--- src/rtl/cfu_ctrl_pkg.sv ---
// -----------------------------------------------------------------------------
// cfu_ctrl_pkg
// Shared definitions for the CFU controller slice: lane geometry defaults,
// custom-instruction opcodes (funct3), controller state encoding and the
// response-source decode helper.
// Build option: CFU_CTRL_PROD_STAGE_EN (used by cfu_ctrl, not here).
// -----------------------------------------------------------------------------
package cfu_ctrl_pkg;

    localparam int CFU_LANES  = 4;
    localparam int CFU_LANE_W = 8;
    localparam int CFU_DATA_W = 32;

    localparam logic [2:0] OP_WR_OFF  = 3'd0;
    localparam logic [2:0] OP_CLR_ACC = 3'd1;
    localparam logic [2:0] OP_MAC     = 3'd2;
    localparam logic [2:0] OP_RD_ACC  = 3'd3;
    localparam logic [2:0] OP_RD_OFF  = 3'd4;

    typedef enum logic [1:0] {
        ST_IDLE = 2'd0,
        ST_PROD = 2'd1,
        ST_EXEC = 2'd2,
        ST_RSP  = 2'd3
    } state_e;

    typedef enum logic [1:0] {
        SRC_ZERO = 2'd0,
        SRC_OFF  = 2'd1,
        SRC_ACC  = 2'd2
    } rsp_src_e;

    // Which register-block value an opcode returns once its flag has landed.
    function automatic rsp_src_e rsp_src(input logic [2:0] op);
        rsp_src_e src;
        case (op)
            OP_WR_OFF, OP_RD_OFF: src = SRC_OFF;
            OP_MAC, OP_RD_ACC:    src = SRC_ACC;
            default:              src = SRC_ZERO;
        endcase
        return src;
    endfunction

endpackage

--- src/rtl/cfu_ctrl_if.sv ---
// -----------------------------------------------------------------------------
// cfu_ctrl_if
// CPU custom-function-unit command/response bus.
//   cmd_valid/cmd_ready         command handshake
//   cmd_function_id[9:0]        {funct7, funct3}
//   cmd_inputs_0/1[31:0]        rs1/rs2 operands
//   rsp_valid/rsp_ready         response handshake
//   rsp_outputs_0[31:0]         response data
// master = CPU side, slave = cfu_ctrl side.
// -----------------------------------------------------------------------------
interface cfu_ctrl_if;
    logic        cmd_valid;
    logic        cmd_ready;
    logic [9:0]  cmd_function_id;
    logic [31:0] cmd_inputs_0;
    logic [31:0] cmd_inputs_1;
    logic        rsp_valid;
    logic        rsp_ready;
    logic [31:0] rsp_outputs_0;

    modport master (
        output cmd_valid, cmd_function_id, cmd_inputs_0, cmd_inputs_1, rsp_ready,
        input  cmd_ready, rsp_valid, rsp_outputs_0
    );

    modport slave (
        input  cmd_valid, cmd_function_id, cmd_inputs_0, cmd_inputs_1, rsp_ready,
        output cmd_ready, rsp_valid, rsp_outputs_0
    );
endinterface

--- src/rtl/cfu_mac_lanes.sv ---
// -----------------------------------------------------------------------------
// cfu_mac_lanes
// Combinational int8 MAC datapath, split in two halves so the top can put a
// register between them:
//   op_a, op_b, offset -> prod[i] = (sext(a_i) + offset) * sext(b_i)
//   prod_in            -> sum     = sum of prod_in lanes
// All arithmetic is 32-bit two's complement, wrapping, no saturation.
// Lane i occupies bits [LANE_W*i +: LANE_W]; LANES*LANE_W must be 32.
// -----------------------------------------------------------------------------
module cfu_mac_lanes
    import cfu_ctrl_pkg::*;
#(
    parameter int LANES  = CFU_LANES,
    parameter int LANE_W = CFU_LANE_W
) (
    input  logic [31:0]             op_a,
    input  logic [31:0]             op_b,
    input  logic [31:0]             offset,
    output logic [LANES-1:0][31:0]  prod,
    input  logic [LANES-1:0][31:0]  prod_in,
    output logic [31:0]             sum
);

    for (genvar i = 0; i < LANES; i++) begin : g_lane
        logic signed [LANE_W-1:0] a_lane_s;
        logic signed [LANE_W-1:0] b_lane_s;
        logic signed [31:0]       a_ext_s;
        logic signed [31:0]       b_ext_s;

        assign a_lane_s = op_a[i*LANE_W +: LANE_W];
        assign b_lane_s = op_b[i*LANE_W +: LANE_W];
        // Size cast of a signed lane sign-extends it to 32 bits.
        assign a_ext_s  = 32'(a_lane_s);
        assign b_ext_s  = 32'(b_lane_s);
        assign prod[i]  = (a_ext_s + $signed(offset)) * b_ext_s;
    end

    // Sum tree over the (possibly registered) lane products.
    always_comb begin
        sum = 32'd0;
        for (int i = 0; i < LANES; i++) begin
            sum = sum + prod_in[i];
        end
    end

endmodule

--- src/rtl/cfu_ctrl.sv ---
// -----------------------------------------------------------------------------
// cfu_ctrl
// CFU-bus responder driving the offset/accumulator register block.
// Ports:
//   clk, reset            clock, synchronous active-high reset
//   cfu (slave)           CPU command/response bus (cfu_ctrl_if)
//   flag_write_offset     1-cycle pulse: register block loads value_out to offset
//   flag_add_acc          1-cycle pulse: register block adds value_out to acc
//   flag_clear_acc        1-cycle pulse: register block clears acc
//   value_out[31:0]       operand for the register block
//   offset_in, acc_in     current register block contents
// Build option: define CFU_CTRL_PROD_STAGE_EN to register the MAC lane
// products in an extra PROD state (MAC latency 3 instead of 2).
// Sequencing: IDLE -> [PROD] -> EXEC (flag) -> RSP (hold until accepted).
// -----------------------------------------------------------------------------
module cfu_ctrl
    import cfu_ctrl_pkg::*;
#(
    parameter int LANES  = CFU_LANES,
    parameter int LANE_W = CFU_LANE_W
) (
    input  logic        clk,
    input  logic        reset,
    cfu_ctrl_if.slave   cfu,
    output logic        flag_write_offset,
    output logic        flag_add_acc,
    output logic        flag_clear_acc,
    output logic [31:0] value_out,
    input  logic [31:0] offset_in,
    input  logic [31:0] acc_in
);

    state_e                 state_r;
    state_e                 next_state_s;
    logic [2:0]             op_r;
    logic [31:0]            in0_r;
    logic [31:0]            in1_r;
    logic [2:0]             funct3_s;
    logic [LANES-1:0][31:0] prod_s;
    logic [LANES-1:0][31:0] prod_sum_s;
    logic [31:0]            sum_s;

    logic                   cmd_ready_s;
    logic                   rsp_valid_s;
    logic                   flag_wr_s;
    logic                   flag_add_s;
    logic                   flag_clr_s;
    logic [31:0]            value_s;
    logic [31:0]            rsp_data_s;

    // funct7 is deliberately ignored.
    assign funct3_s = cfu.cmd_function_id[2:0];

    cfu_mac_lanes #(
        .LANES  (LANES),
        .LANE_W (LANE_W)
    ) u_mac_lanes (
        .op_a    (in0_r),
        .op_b    (in1_r),
        .offset  (offset_in),
        .prod    (prod_s),
        .prod_in (prod_sum_s),
        .sum     (sum_s)
    );

`ifdef CFU_CTRL_PROD_STAGE_EN
    localparam bit PROD_EN = 1'b1;
    logic [LANES-1:0][31:0] prod_r;

    // Product pipeline register, captured while in PROD.
    always_ff @(posedge clk) begin
        if (reset) begin
            prod_r <= '0;
        end else if (state_r == ST_PROD) begin
            prod_r <= prod_s;
        end
    end

    assign prod_sum_s = prod_r;
`else
    localparam bit PROD_EN = 1'b0;
    assign prod_sum_s = prod_s;
`endif

    // State register.
    always_ff @(posedge clk) begin
        if (reset) begin
            state_r <= ST_IDLE;
        end else begin
            state_r <= next_state_s;
        end
    end

    // Command capture on the accept handshake.
    always_ff @(posedge clk) begin
        if (reset) begin
            op_r  <= 3'd0;
            in0_r <= 32'd0;
            in1_r <= 32'd0;
        end else if (state_r == ST_IDLE && cfu.cmd_valid) begin
            op_r  <= funct3_s;
            in0_r <= cfu.cmd_inputs_0;
            in1_r <= cfu.cmd_inputs_1;
        end
    end

    // Next-state and per-state output decode.
    always_comb begin
        next_state_s = state_r;
        cmd_ready_s  = 1'b0;
        rsp_valid_s  = 1'b0;
        flag_wr_s    = 1'b0;
        flag_add_s   = 1'b0;
        flag_clr_s   = 1'b0;
        value_s      = 32'd0;
        rsp_data_s   = 32'd0;
        case (state_r)
            ST_IDLE: begin
                cmd_ready_s = 1'b1;
                if (cfu.cmd_valid) begin
                    if (PROD_EN && funct3_s == OP_MAC) begin
                        next_state_s = ST_PROD;
                    end else begin
                        next_state_s = ST_EXEC;
                    end
                end else begin
                    next_state_s = ST_IDLE;
                end
            end
            ST_PROD: begin
                next_state_s = ST_EXEC;
            end
            ST_EXEC: begin
                case (op_r)
                    OP_WR_OFF: begin
                        flag_wr_s = 1'b1;
                        value_s   = in0_r;
                    end
                    OP_CLR_ACC: begin
                        flag_clr_s = 1'b1;
                    end
                    OP_MAC: begin
                        flag_add_s = 1'b1;
                        value_s    = sum_s;
                    end
                    default: begin
                        value_s = 32'd0;
                    end
                endcase
                next_state_s = ST_RSP;
            end
            ST_RSP: begin
                rsp_valid_s = 1'b1;
                // Read live: the flag from EXEC has already been applied, and
                // nothing fires while here, so the value holds under backpressure.
                case (rsp_src(op_r))
                    SRC_OFF: rsp_data_s = offset_in;
                    SRC_ACC: rsp_data_s = acc_in;
                    default: rsp_data_s = 32'd0;
                endcase
                if (cfu.rsp_ready) begin
                    next_state_s = ST_IDLE;
                end else begin
                    next_state_s = ST_RSP;
                end
            end
            default: begin
                next_state_s = ST_IDLE;
            end
        endcase
    end

    // Reset masks every output at once so an aborted command emits nothing.
    assign cfu.cmd_ready     = cmd_ready_s & ~reset;
    assign cfu.rsp_valid     = rsp_valid_s & ~reset;
    assign cfu.rsp_outputs_0 = reset ? 32'd0 : rsp_data_s;
    assign flag_write_offset = flag_wr_s & ~reset;
    assign flag_add_acc      = flag_add_s & ~reset;
    assign flag_clear_acc    = flag_clr_s & ~reset;
    assign value_out         = reset ? 32'd0 : value_s;

endmodule

--- src/flat_wrapper.sv ---
// flat-port wrapper written by rule: the top's interface ports become plain ports
module cfu_ctrl_flat import cfu_ctrl_pkg::*;
#(
    parameter int LANES  = CFU_LANES,
    parameter int LANE_W = CFU_LANE_W
)
  (clk, reset, flag_write_offset, flag_add_acc, flag_clear_acc, value_out, offset_in, acc_in, cfu_cmd_valid, cfu_cmd_function_id, cfu_cmd_inputs_0, cfu_cmd_inputs_1, cfu_rsp_ready, cfu_cmd_ready, cfu_rsp_valid, cfu_rsp_outputs_0);
  cfu_ctrl_if cfu_i ();
  input  logic clk;
  input  logic reset;
  output logic flag_write_offset;
  output logic flag_add_acc;
  output logic flag_clear_acc;
  output logic [31:0] value_out;
  input  logic [31:0] offset_in;
  input  logic [31:0] acc_in;
  input wire logic [$bits(cfu_i.cmd_valid)-1:0] cfu_cmd_valid;
  input wire logic [$bits(cfu_i.cmd_function_id)-1:0] cfu_cmd_function_id;
  input wire logic [$bits(cfu_i.cmd_inputs_0)-1:0] cfu_cmd_inputs_0;
  input wire logic [$bits(cfu_i.cmd_inputs_1)-1:0] cfu_cmd_inputs_1;
  input wire logic [$bits(cfu_i.rsp_ready)-1:0] cfu_rsp_ready;
  output wire logic [$bits(cfu_i.cmd_ready)-1:0] cfu_cmd_ready;
  output wire logic [$bits(cfu_i.rsp_valid)-1:0] cfu_rsp_valid;
  output wire logic [$bits(cfu_i.rsp_outputs_0)-1:0] cfu_rsp_outputs_0;
  assign cfu_i.cmd_valid = cfu_cmd_valid;
  assign cfu_i.cmd_function_id = cfu_cmd_function_id;
  assign cfu_i.cmd_inputs_0 = cfu_cmd_inputs_0;
  assign cfu_i.cmd_inputs_1 = cfu_cmd_inputs_1;
  assign cfu_i.rsp_ready = cfu_rsp_ready;
  assign cfu_cmd_ready = cfu_i.cmd_ready;
  assign cfu_rsp_valid = cfu_i.rsp_valid;
  assign cfu_rsp_outputs_0 = cfu_i.rsp_outputs_0;
  cfu_ctrl #(.LANES(LANES), .LANE_W(LANE_W)) u_core (.clk(clk), .reset(reset), .cfu(cfu_i), .flag_write_offset(flag_write_offset), .flag_add_acc(flag_add_acc), .flag_clear_acc(flag_clear_acc), .value_out(value_out), .offset_in(offset_in), .acc_in(acc_in));
endmodule
--- config.mk ---
export PLATFORM = sky130hd
export DESIGN_NAME = cfu_ctrl_flat
export DESIGN_NICKNAME = d
export VERILOG_FILES = /design/src/rtl/cfu_ctrl_pkg.sv /design/src/rtl/cfu_ctrl_if.sv /design/src/rtl/cfu_mac_lanes.sv /design/src/rtl/cfu_ctrl.sv /design/src/flat_wrapper.sv
export SDC_FILE = /design/constraint.sdc
export NUM_CORES = 2
export LEC_CHECK = 0
export ABC_AREA = 1
export CORE_MARGIN = 8
export CORE_UTILIZATION = 45
export DETAILED_ROUTE_END_ITERATION = 16
export PLACE_DENSITY = 0.59
export SYNTH_ARGS = -nofsm -noshare
export SYNTH_HDL_FRONTEND = slang
export SYNTH_SLANG_ARGS = --single-unit
export TNS_END_PERCENT = 1
--- constraint.sdc ---
create_clock -name clk -period 17.45 [get_ports clk]
set_input_delay 3.49 -clock clk [delete_from_list [all_inputs] [get_ports clk]]
set_output_delay 3.49 -clock clk [all_outputs]
set_load 0.02 [all_outputs]
### Word-level counts from Yosys, hierarchy flattened

Index checks and enable logic that the tools add are counted.

| operators by class | value |
|---|---|
| $add $sub $neg | 7 |
| multipliers | 4 |
| equality and inequality tests | 9 |
| multiplexer cells | 19 |
| bitwise operators | 6 |
| reductions and logical operators | 5 |

Operators with widths:

| operator | number |
|---|---|
| 8-bit by 32-bit adder with 32-bit output | 4 |
| 32-bit by 8-bit multiplier with 32-bit output | 4 |
| 32-bit 2-to-1 mux | 4 |
| 32-bit one-hot mux with 2 select lines | 2 |
| 32-bit adder | 3 |
| 1-bit 2-to-1 mux | 8 |
| 2-bit one-hot mux with 4 select lines | 1 |
| 2-bit == test, second input constant | 3 |
| 3-bit by 2-bit == test with 1-bit output, second input constant | 2 |
| 2-bit 2-to-1 mux | 3 |
| 1-bit bitwise AND | 5 |
| 2-bit by 1-bit == test with 1-bit output, second input constant | 2 |
| 2-bit one-hot mux with 2 select lines | 1 |
| 2-bit OR reduction | 2 |
| 3-bit by 1-bit == test with 1-bit output, second input constant | 1 |
| 3-bit == test, second input constant | 1 |
| 3-bit logical NOT | 1 |
| 2-bit logical NOT | 1 |
| 1-bit logical AND | 1 |
| 1-bit inverter | 1 |

| word-level totals | value |
|---|---|
| flip-flop bits (word level) | 69 |
| input bits | 142 |
| output and inout port bits | 69 |
| logic and storage cells | 54 |

### Longest topological paths before layout

| logic depth | value |
|---|---|
| depth after elaboration | 8 |
| depth in mapped cells | 45 |

### Modules after synthesis

From an unflattened synthesis, not the netlist that was laid out.

| second synthesis, totals | value |
|---|---|
| cell total of the unflattened synthesis | 6335 |
| area, all modules | 43107.6 um^2 |

Modules (own cells, without submodules):

| module | times used | cells an instance | area an instance (um^2) |
|---|---|---|---|
| cfu_mac_lanes | 1 | 5795 | 39580.5 |
| cfu_ctrl | 1 | 540 | 3527.1 |

### Worst setup path before layout

Ideal clock, no wire load.

| timing path | value |
|---|---|
| path type | input-to-output |
| start point | in offset_in[2] |
| end point | out value_out[31] |
| data arrival time | 11283 ps |
| data required time | 13960 ps |
| slack | 2677 ps |
| cell stages on the path | 37 |
| buffers on the path | 0 |
| cells stage by stage | ha_1 -> a21oi_1 -> nand2_1 -> a21boi_0 -> o21bai_1 -> xor2_1 -> nand2_1 -> fa_1 -> inv_1 -> fa_1 -> inv_1 -> fa_1 -> inv_1 -> fa_1 -> fa_1 -> inv_1 -> fa_1 -> fa_1 -> inv_1 -> fa_1 -> ha_1 -> nand2_1 -> o21ai_0 -> nand2_1 -> nand3_1 -> a21o_1 -> inv_1 -> o21a_1 -> o21ai_0 -> nand2_1 -> a21oi_1 -> nand3_1 -> nand2_1 -> inv_1 -> nand3_1 -> nand3_2 -> a21oi_2 |

| on the way | value |
|---|---|
| longest elaborated chain between the ends | 8 |

RTL lines:

| element | RTL line | RTL |
|---|---|---|
| start: declaration | flat_wrapper.sv:15 | `input logic [31:0] offset_in;` |
| 8-bit by 32-bit adder with 32-bit output | cfu_mac_lanes.sv:35 | `assign prod[i] = (a_ext_s + $signed(offset)) * b_ext_s;` |
| 32-bit by 8-bit multiplier with 32-bit output | cfu_mac_lanes.sv:35 |  |
| 32-bit adder (2 in a row) | cfu_mac_lanes.sv:42 | `sum = sum + prod_in[i];` |
| 32-bit adder * | cfu_mac_lanes.sv:42 |  |
| 32-bit one-hot mux with 2 select lines * | cfu_ctrl.sv:134 | `case (op_r)` |
| 32-bit 2-to-1 mux * | cfu_ctrl.sv:117 | `case (state_r)` |
| 32-bit 2-to-1 mux * | cfu_ctrl.sv:180 | `assign value_out = reset ? 32'd0 : value_s;` |
| end: declaration | flat_wrapper.sv:14 | `output logic [31:0] value_out;` |

Every way passes the cells marked *; elsewhere a longest branch is shown, timed or not.

### Final worst setup path

| timing path | value |
|---|---|
| start point | in offset_in[0] |
| end point | out value_out[24] |

Same word-level chain as after synthesis.

==> results.yml <==
cells_and_area:
  final-seq-area_um2: 1380
  area_growth_pct: 13.1
  drive_gt1_share_pct: 6.39
  num-fill-cells: 8923
  multi_input_area_um2: 31900
  final_nets: 7014
synth:
  synth_cell_types: 47
  ys_seq_area_share_pct: 3.55
  syn_inst: 5493
  synth_most_common_cell: "nand2_1"
  yosys-top-cells-area: "fa_1 41%, nand2_1 14%, inv_1 13%, ha_1 8.6%, nor2_1 5.7%"
  synth_area_um2: 39000
  synth_nets: 6702
  synth_edf_count: 0
  synth.top_cell.area_share_pct: 41.0
  yosys.area.top_type: "fa_1"
  avgSynthCellArea_um2: 7.09
  ys_top_cells_by_count: "1,418 x nand2_1, 1,370 x inv_1, 798 x fa_1"
  yosysWarningCount: 0
  synth-seq-cells: 69
  ys_async_sr_fraction_pct: 0
  ys.flop_type: "dfxtp_1"
worst_setup_path:
  start_kind: "input pin"
  crit_required_ns: 13.96
  cp_common_cell: "fa_1"
  timing.rr.end: "u_core.in1_r[29]"
  crit_end: "value_out[24]"
  r2r_slack_ns: 14.81
  timing.rr.start: "u_core.state_r[1]"
  crit_fanout: 5
  worstRegToRegCells: 8
  worstPathArrival_ns: 13.59
  crit_type: "in -> out"
  max_stage_delay_ns: 0.65
  cp-end-kind: "primary output"
  startpoint: "offset_in[0]"
  slowest_stage: "fa_1"
cts:
  cts_resized: 0
  path_clk_slew_ns: 0.07
  cts_made_buffers: 9
  postCtsSetupBuffers: 0
  cts.sinks: 69
  root_buffer: "clkbuf_16"
  insertion_delay_ns: 0.39
  htreeDepth: 3
  postCtsHoldBufs: 0
  clock_path_buffers: 2
  cts_tree: "built"
timing:
  rsz0062_at_grt: "false"
  setup_viol: 0
  setup-tns-final_ns: 0
  timing.final.crit_share_pct: 97.9
  hold_violations: 0
  fmax_mhz: 58.6
  max-slew-margin-rel_pct: 17.2
  worst_slew_pin_slew_ns: 1.24
  finalClockSkew_ns: 0.0125
  report.final.slew_viol_count: 0
  post-route-min-period_ns: 17.08
floorplan:
  initial_core_util_pct: 45.2
  ioPinCount: 211
  core-area_um2: 86200
  dieArea_um2: 96200
  die_h_um: 310
  rows: 108
  die-width_um: 310
routing:
  routed_via_density: 5.10
  drt_first_iter_violations: 2540
  drtAntennaViolNets: 0
  wire_per_inst_um: 20.0
  first_pass_iters: 6
  drc: 0
  route.vias.total: 35558
  drt_wl_total_um: 139000
status:
  status: "completed"
global_route:
  grt_max_degree: 74
  antenna_found_initial: 14
  grt_pass1_wl_um: 214000
  grt_pass1_vias: 36629
  grt_overflow: 0
  grt_usage_pct: 29.4
place:
  gp_congestion: 0.953
  portBuffers: 203
  hpwlAfterDp_um: 125000
flow_run:
  cap_violations: 0
worst_hold_path:
  holdCritPathClass: "reg -> reg"
## logic make-up after synthesis
kind of cell | after synthesis | synth area share (%)
simple gates | 2313 | 24.1
buf+inv | 1512 | 14.6
fa+ha+maj | 1067 | 49.7
compound gates | 441 | 6.12
xor+xnor | 91 | 2.05
flops | 69 | 3.55
## layout by cell type (no fill, tap or decap), types with 21 or more instances in the layout
| cell | count |
|---|---|
| xnor2_1 | 21 |
| ha_1 | 269 |
| nand2_1 | 1418 |
| o21ai_0 | 118 |
| nand2_2 | 31 |
| buf_4 | 230 |
| nand3_1 | 139 |
| clkdlybuf4s50_1 | 195 |
| fa_1 | 798 |
| nor2_2 | 23 |
| inv_1 | 1368 |
| or2_2 | 30 |
| a21oi_1 | 251 |
| xor2_1 | 69 |
| dfxtp_1 | 69 |
| nor2_1 | 587 |
## sequential cells by signal (all words and copies together), names as in the netlist
| register | count |
|---|---|
| u_core.in1_r | 32 |
| u_core.in0_r | 32 |
| u_core.op_r | 3 |
| u_core.state_r | 2 |
## worst max-delay path: cells and delay by family
| kind | cells | cell delay (ns) |
|---|---|---|
| buffers and inverters | 10 | 2.01 |
| AO/OA/AOI/OAI | 8 | 1.60 |
| XOR/XNOR | 1 | 0.15 |
| AND/OR/NAND/NOR | 9 | 0.95 |
| adder cells (fa/ha/maj) | 11 | 5.36 |
## layout make-up
type / instances / share of cell area, %
Sequential cell: 69 / 3.14
Inverter: 1379 / 11.8
Clock inverter: 6 / 0.213
Antenna cell: 4 / 0.0227
Tap cell: 1155 / 3.28
Clock buffer: 10 / 0.542
Timing Repair Buffer: 434 / 8.62
Multi-Input combinational cell: 3912 / 72.4
## stage by stage
stage	cell area, um^2	std cells	worst slack (ns)	hold WS, ns	utilization, %
2_1_floorplan	39000	5493	2.68	0.458	-
3_3_place_gp	43700	6949	0.182	0.492	50.7
3_5_place_dp	43700	6949	0.214	0.501	50.7
4_1_cts	44000	6965	0.178	0.522	51.1
5_1_grt	44000	6965	0.0134	0.543	51.1
6_report	44100	6969	0.372	0.524	51.1
## layer usage
| layer | track usage, % | wire [um] | share of wire, % |
|---|---|---|---|
| met5 | 0 | 65 | 0.047 |
| met1 | 39.2 | 59500 | 43 |
| met4 | 7.36 | 4170 | 3.0 |
| met2 | 47.9 | 63200 | 45 |
| met3 | 7.20 | 12300 | 8.8 |
## how the worst min path moves through the flow
stage	end	depth (start not counted)	slack, ns	start
3_3_place_gp	u_core.state_r[0]	1	0.49	u_core.state_r[0]
4_1_cts	u_core.state_r[0]	1	0.52	u_core.state_r[0]
2_1_floorplan	u_core.state_r[0]	1	0.46	u_core.state_r[0]
6_report	u_core.state_r[0]	1	0.52	u_core.state_r[0]
5_1_grt	u_core.state_r[0]	1	0.54	u_core.state_r[0]
3_5_place_dp	u_core.state_r[0]	1	0.50	u_core.state_r[0]
Power is not shown: default switching activity piles up to over one toggle a cycle in this logic, so the estimate is an artifact.
